===== src/rtl/stepper_phase_decoder.sv =====
// stepper_phase_decoder
//   Receive-side monitor for a 4-bit two-phase full-step coil pattern.
//   Synchronises the coil lines, decodes legal phase transitions into
//   steps with direction, keeps a wrapping signed position count, flags
//   illegal patterns / 180-degree jumps, and reports active motion.
//
// Ports
//   clk        system clock
//   rst        synchronous active-high reset
//   phase_in   coil pattern, asynchronous to clk
//   pos_clr    single-cycle request to zero position
//   err_clr    single-cycle request to clear sticky err
//   position   two's-complement step count (wraps)
//   dir        direction of last valid step, 1 = forward
//   step_pulse one-cycle pulse per decoded step
//   err        sticky illegal-pattern / phase-jump flag
//   moving     high while steps arrive within TIMEOUT cycles
//
// Decode outcome | meaning
//   idle         | s2 = 0000 or s2 = lv, nothing happens
//   dec_err      | s2 not legal and not 0000, err set
//   dec_acq      | first legal pattern since reset, lv captured, no step
//   dec_fwd      | s2 = rotl(lv), forward step
//   dec_rev      | s2 = rotr(lv), reverse step
//   dec_jump     | s2 = ~lv, err set, lv follows, no step

module stepper_phase_decoder #(
   parameter int POS_W   = 16,
   parameter int TIMEOUT = 2048,
   parameter int TO_W    = 12
) (
   input  logic             clk,
   input  logic             rst,
   input  logic [3:0]       phase_in,
   input  logic             pos_clr,
   input  logic             err_clr,
   output logic [POS_W-1:0] position,
   output logic             dir,
   output logic             step_pulse,
   output logic             err,
   output logic             moving
);

   localparam logic [TO_W-1:0] TO_MAX = TO_W'(TIMEOUT);

   logic [3:0]      s1;
   logic [3:0]      s2;
   logic [3:0]      lv;
   logic            lv_valid;
   logic [TO_W-1:0] idle_cnt;
   logic [TO_W-1:0] idle_next;

   logic dec_err;
   logic dec_acq;
   logic dec_fwd;
   logic dec_rev;
   logic dec_jump;
   logic step;

   function automatic logic is_legal(input logic [3:0] p);
      return (p == 4'b0011) || (p == 4'b0110) || (p == 4'b1100) || (p == 4'b1001);
   endfunction

   function automatic logic [3:0] rotl(input logic [3:0] p);
      return {p[2:0], p[3]};
   endfunction

   function automatic logic [3:0] rotr(input logic [3:0] p);
      return {p[0], p[3:1]};
   endfunction

   always_comb begin
      dec_err  = 1'b0;
      dec_acq  = 1'b0;
      dec_fwd  = 1'b0;
      dec_rev  = 1'b0;
      dec_jump = 1'b0;
      if (s2 != 4'b0000) begin
         if (!is_legal(s2)) begin
            dec_err = 1'b1;
         end else if (!lv_valid) begin
            dec_acq = 1'b1;
         end else if (s2 != lv) begin
            if (s2 == rotl(lv)) begin
               dec_fwd = 1'b1;
            end else if (s2 == rotr(lv)) begin
               dec_rev = 1'b1;
            end else begin
               // only remaining legal pattern is the complement of lv
               dec_jump = 1'b1;
            end
         end
      end
   end

   assign step = dec_fwd | dec_rev;

   always_comb begin
      idle_next = idle_cnt;
      if (step) begin
         idle_next = '0;
      end else if (idle_cnt < TO_MAX) begin
         idle_next = idle_cnt + TO_W'(1);
      end
   end

   always_ff @(posedge clk) begin
      if (rst) begin
         s1         <= 4'b0000;
         s2         <= 4'b0000;
         lv         <= 4'b0000;
         lv_valid   <= 1'b0;
         position   <= '0;
         dir        <= 1'b0;
         step_pulse <= 1'b0;
         err        <= 1'b0;
         idle_cnt   <= TO_MAX;
         moving     <= 1'b0;
      end else begin
         s1         <= phase_in;
         s2         <= s1;
         step_pulse <= step;

         if (dec_acq | step | dec_jump) begin
            lv <= s2;
         end
         if (dec_acq) begin
            lv_valid <= 1'b1;
         end

         if (dec_fwd) begin
            dir <= 1'b1;
         end else if (dec_rev) begin
            dir <= 1'b0;
         end

         // clear beats a coincident step; step_pulse/dir still update
         if (pos_clr) begin
            position <= '0;
         end else if (dec_fwd) begin
            position <= position + POS_W'(1);
         end else if (dec_rev) begin
            position <= position - POS_W'(1);
         end

         // a coincident error wins over the clear request
         if (dec_err | dec_jump) begin
            err <= 1'b1;
         end else if (err_clr) begin
            err <= 1'b0;
         end

         idle_cnt <= idle_next;
         moving   <= (idle_next < TO_MAX);
      end
   end

endmodule

===== config.mk =====
export PLATFORM = sky130hd
export DESIGN_NAME = stepper_phase_decoder
export DESIGN_NICKNAME = d
export VERILOG_FILES = /design/src/rtl/stepper_phase_decoder.sv
export SDC_FILE = /design/constraint.sdc
export NUM_CORES = 1
export LEC_CHECK = 0
export ABC_CLOCK_PERIOD_IN_PS = 7990
export CAP_MARGIN = 20
export CORE_UTILIZATION = 25
export DETAILED_ROUTE_END_ITERATION = 6
export SLEW_MARGIN = 20
export SYNTH_ARGS = -nofsm -noshare
export SYNTH_HDL_FRONTEND = slang
export SYNTH_SLANG_ARGS = --single-unit
export TNS_END_PERCENT = 30

===== constraint.sdc =====
create_clock -name clk -period 7.99 [get_ports clk]
set_clock_uncertainty 0.05 [all_clocks]
set_input_delay 1.9975 -clock clk [delete_from_list [all_inputs] [get_ports clk]]
set_output_delay 1.9975 -clock clk [all_outputs]
set_load 0.01 [all_outputs]

After elaboration in Yosys (flattened, before gate mapping)
Index checks and enable logic that the tools add are counted.
{"block": "totals", "regBits": 45, "latch_bits": 0, "ram_bits": 0, "mem_bits_ro": 0, "in_bits": 8, "out_inout_bits": 20, "word_cells": 63, "memories": 0}
{"block": "classes", "add_sub_neg": 3, "multipliers": 0, "n_div": 0, "n_lt_le_gt_ge": 2, "eq_ne": 7, "shifts": 0, "n_mux": 30, "n_bitwise": 4, "reduce_logical": 7}
{"cell": "two-way mux 16 bit", "n": 2}
{"cell": "two-way mux 1 bit", "n": 26}
{"cell": "less-than comparator 12 bit, second input constant", "n": 2}
{"cell": "two-way mux 12 bit", "n": 2}
{"cell": "adder 16 x 1 -> 16 bit, second input constant", "n": 1}
{"cell": "subtractor 16 x 1 -> 16 bit, second input constant", "n": 1}
{"cell": "adder 12 x 1 -> 12 bit, second input constant", "n": 1}
{"cell": "== test 4 bit", "n": 2}
{"cell": "== test 4 bit, second input constant", "n": 2}
{"cell": "== test 4 x 2 -> 1 bit, second input constant", "n": 1}
{"cell": "== test 4 x 3 -> 1 bit, second input constant", "n": 1}
{"cell": "!= test 4 bit", "n": 1}
{"cell": "bitwise OR 1 bit", "n": 4}
{"cell": "nonzero test 2 bit", "n": 2}
{"cell": "nonzero test 4 bit", "n": 1}
{"cell": "logical OR 1 bit", "n": 3}
{"cell": "OR reduction 2 bit", "n": 1}

Longest topological paths before layout
{"block": "depth", "depth_word": 10, "depth_mapped": 12, "mapped_depth_nobuf": 11}

Worst setup path before layout
No wires, ideal clock.
{"block": "synth_timing", "path_type": "register to register", "from": "reg s2[0]", "to": "reg position[15]", "setup_time_ns": 0.130, "t_arrival_ns": 3.025, "required_ns": 7.810, "slack_ns": 4.785, "stages_incl_launch_ff": 12, "path_buffers": 1, "period_less_slack_ns": 3.205, "path_cell_list": "dfxtp_1 -> buf_6 -> xor2_1 -> nor4_4 -> and3_1 -> inv_1 -> ha_1 -> a21oi_1 -> a211o_1 -> a2111oi_0 -> a211o_1 -> nand4_1"}
{"block": "synth_between", "word_cells_on_any_way": 24, "cone_classes": "eq/ne (7); mux (12); reduce/logical (5)"}
{"item": "start, declared", "line": "47", "rtl": "logic [3:0] s2;"}
{"item": "start signal, assigned", "line": "110", "rtl": "s2 <= 4'b0000;"}
{"item": "start signal, assigned", "line": "121", "rtl": "s2 <= s1;"}
{"item": "== test 4 bit, or another cell as far along", "line": "84", "rtl": "if (s2 == rotl(lv)) begin"}
{"item": "two-way mux 1 bit or logical OR 1 bit (tied branches)", "line": "84, 61"}
{"item": "two-way mux 1 bit or logical OR 1 bit (tied branches)", "line": "83, 61"}
{"item": "two-way mux 1 bit or logical OR 1 bit (tied branches)", "line": "81, 61"}
{"item": "two-way mux 1 bit", "line": "79", "rtl": "if (!is_legal(s2)) begin"}
{"item": "two-way mux 1 bit *", "line": "78", "rtl": "if (s2 != 4'b0000) begin"}
{"item": "net dec_fwd", "line": "55", "rtl": "logic dec_fwd;"}
{"item": "two-way mux 16 bit or nonzero test 2 bit (tied branches)"}
{"item": "end signal, assigned", "line": "141", "rtl": "position <= position + POS_W'(1);"}
{"item": "end signal, assigned", "line": "143", "rtl": "position <= position - POS_W'(1);"}
{"item": "end, declared", "line": "37", "rtl": "output logic [POS_W-1:0] position,"}
Mark *: on every way through the listed nets, which the timed path passes. The rest lies on a longest branch.
A chain may end at the register's enable or synchronous reset.

Worst setup path in the final report
{"block": "layout_timing", "from": "in rst", "to": "reg position[15]"}
{"block": "layout_between", "elab_chain_len": 1}
{"item": "start, declared", "line": "33", "rtl": "input logic rst,"}
{"item": "OR reduction 2 bit (no source line)"}
No other way between the ends.

==> summary.md <==
| Metric | Value |
|---|---|
| Status | `finished, final reports clean` |
| Vias post-DR | `2116` |
| ANT cells | `0` |
| Clk slew on worst S/H paths | `0.09 ns` |
| Most common cell after layout, fill and taps aside | `dfxtp_1` |
| Power Density | `136 nW/um^2` |
| Final ANT Viol Nets | `0` |
| Initial core utilization | `25.9%` |
| Worst Setup Path Type | `in -> reg` |
| Critical path, cell by cell | `clkdlybuf4s50_1, nor2_1, nand2_1, nor3_1, a311oi_1, nand4_1` |
| Largest net degree at the start of global routing | `27` |
| GR Layer Usage met2 | `19.3%` |
| DRT iter0 DRCs | `85` |
| Final total power | `410 uW` |
| RSZ-0062 raised after global routing | `false` |
| Max-Cap Viols | `0` |
| Req. time, crit path | `8.18 ns` |
| Commonest non-fill, non-tap cells in the layout | `45 x dfxtp_1, 42 x nor2_1, 27 x clkdlybuf4s50_1` |
| GR Util met3 | `2.85%` |
| Final period utilization | `48.9%` |
| Min-Delay Path Class | `reg -> reg` |
| Synthesis-stage register bit count | `45` |
| TritonCTS clock tree | `yes` |
| Root buffer cell | `clkbuf_8` |
| Worst VDD drop | `0.0716 mV` |
| Post-Synthesis Cell Area | `2530 sq um` |
| Remaining DRCs | `0` |
| Number of global-route vias before repair | `2087` |
| Num rows | `36` |
| Relative slew slack | `48.0%` |
| Mean Syn Cell Area | `8.41 sq um` |
| Postcts setup bufs | `0` |
| Post-CTS Resized | `0` |
| Final setup fails | `0` |
| Crit start category | `input pin` |
| Leak | `1.17 nW` |
| Slew Viols, Final | `0` |
| Antenna violations before repair | `0` |
| Proportion of layout cells with a drive suffix above 1 | `5.28%` |
| DRT Wirelength | `5460 um` |
| Post-route minimum period | `3.90 ns` |
| Setup TNS Final | `0 ns` |
| Syn Nets | `325` |
| Core area | `9770 sq um` |
| H-tree depth | `2` |
| Post-synth EDFFs | `0` |
| Slowest CP cell | `clkdlybuf4s50_1` |
| GP Congestion | `0.815` |
| Average wire per standard cell | `12.0 um` |
| Synth Flop Type | `dfxtp_1` |
| Asr flop ratio synth | `0%` |
| Hold buffers post-CTS | `0` |
| I/O Pins | `28` |
| Hpwl dp | `3990 um` |
| Area growth, synth to finish | `18.5%` |
| Seq/Total Area, Yosys | `35.6%` |
| First-pass GRT wire length | `9360 um` |
| Hold Slack | `0.391 ns` |
| Critical Path End Type | `register` |
| Yosys cell types | `49` |
| Die area | `10500 sq um` |
| GR peak layer | `met2` |
| Nets | `345` |
| Critical path arrival | `4.10 ns` |
| Worst-path maximum fanout | `20` |
| Die X | `103 um` |
| Final hold vios | `0` |
| Later-pin clock latency in the skew report | `0.30 ns` |
| TritonCTS Sinks | `45` |
| Tightest Pin Transition | `0.761 ns` |
| GR Overflow Total | `0` |
| Max clock buf depth | `2` |
| YS warnings | `0` |
| Vias per Instance | `4.65` |
| Gr usage total | `11.2%` |
| Max Freq | `0.256 GHz` |
| CP peak stage delay | `0.76 ns` |
| 1st-pass router iterations | `4` |
| Mapped Cells | `301` |
| Die Y-Extent | `103 um` |
| Clock buffers created by TritonCTS | `5` |
| Met1 Resource Use GR | `13.7%` |
| IO Port Bufs | `27` |
## cells by family after synthesis
group / count (synthesis) / share of synthesized area [%]
xor gates and xnor gates: 30 / 10.4
buffers and inverters: 21 / 3.80
muxes: 4 / 1.58
adders and majority gates: 16 / 8.20
and+or+nand+nor: 123 / 24.2
DFF: 45 / 35.6
AOI/OAI and AO/OA: 62 / 16.3
## through the flow
| stage | cell area [sq um] | worst slack, ns | util, % | std cells |
|---|---|---|---|---|
| after global placement | 2900 | 3.85 | 29.7 | 447 |
| after global routing | 3000 | 3.62 | 30.7 | 455 |
| final | 3000 | 4.09 | 30.7 | 455 |
| after detailed placement | 2900 | 3.78 | 29.7 | 447 |
| after CTS | 2990 | 4.11 | 30.6 | 455 |
| after floorplan | 2530 | 4.78 | - | 301 |
## where the power goes
part / total [mW] / switching [mW] / internal (mW)
sequential: 0.231 / 0.00334 / 0.227
clock: 0.151 / 0.0867 / 0.0639
combinational: 0.0284 / 0.0165 / 0.0119
## cells in the mapped netlist, types with 2 or more instances
cell type  number  area share [%]
dfxtp_1        45              36
nor2_1         42             6.2
a21oi_1        21             4.2
nand2_1        21             3.1
xor2_1         16             5.5
ha_1           15             7.4
nor2b_1        15             3.7
nand3_1        14             2.8
xnor2_1        14             4.8
o21ai_0        11             2.2
clkbuf_1        7             1.0
and3_1          6             1.5
inv_1           6            0.89
nand4_1         6             1.5
buf_2           5            0.99
nor3_1          5            0.99
mux2i_1         4             1.6
o21a_1          4             1.2
a211oi_1        3            0.89
nand2b_1        3            0.74
a211o_1         2            0.69
a21o_1          2            0.59
a31o_2          2            0.69
a31oi_1         2            0.49
nor4_1          2            0.49
o211ai_1        2            0.59
o31a_1          2            0.69
or2_2           2            0.49
or3_1           2            0.49
## state kept, by name, summed over array words and instances (netlist names)
name        cells
step_pulse      1
s1              4
dir             1
position       16
lv_valid        1
err             1
idle_cnt       12
lv              4
moving          1
s2              4
## final timing paths
kind	cells after the start	slack (ns)	startpoint	endpoint
min	1	0.39	s1[3]	s2[3]
min reg2reg	1	0.39	s1[3]	s2[3]
max reg2reg	10	4.10	s2[3]	position[15]
max	6	4.09	rst	position[15]
## per-layer routing
layer / vias up / wire length, um
met5: - / 0
met4: 0 / 34
met3: 4 / 202
met2: 31 / 2630
met1: 984 / 2590
li1: 1097 / -
## critical path, delay by kind of cell
kind | cells | cell delay (ns)
simple gates | 4 | 1.25
compound gates | 1 | 0.08
buf+inv | 1 | 0.76
## area by class of cell
cell class,count,area [sq um]
Inverter,7,26.3
Multi-Input combinational cell,235,1540
Fill cell,1045,6770
Timing Repair Buffer,27,270
Tap cell,133,166
Sequential cell,45,901
Clock inverter,3,25.0
Clock buffer,5,68.8
Power figures use the tool's default switching activity.
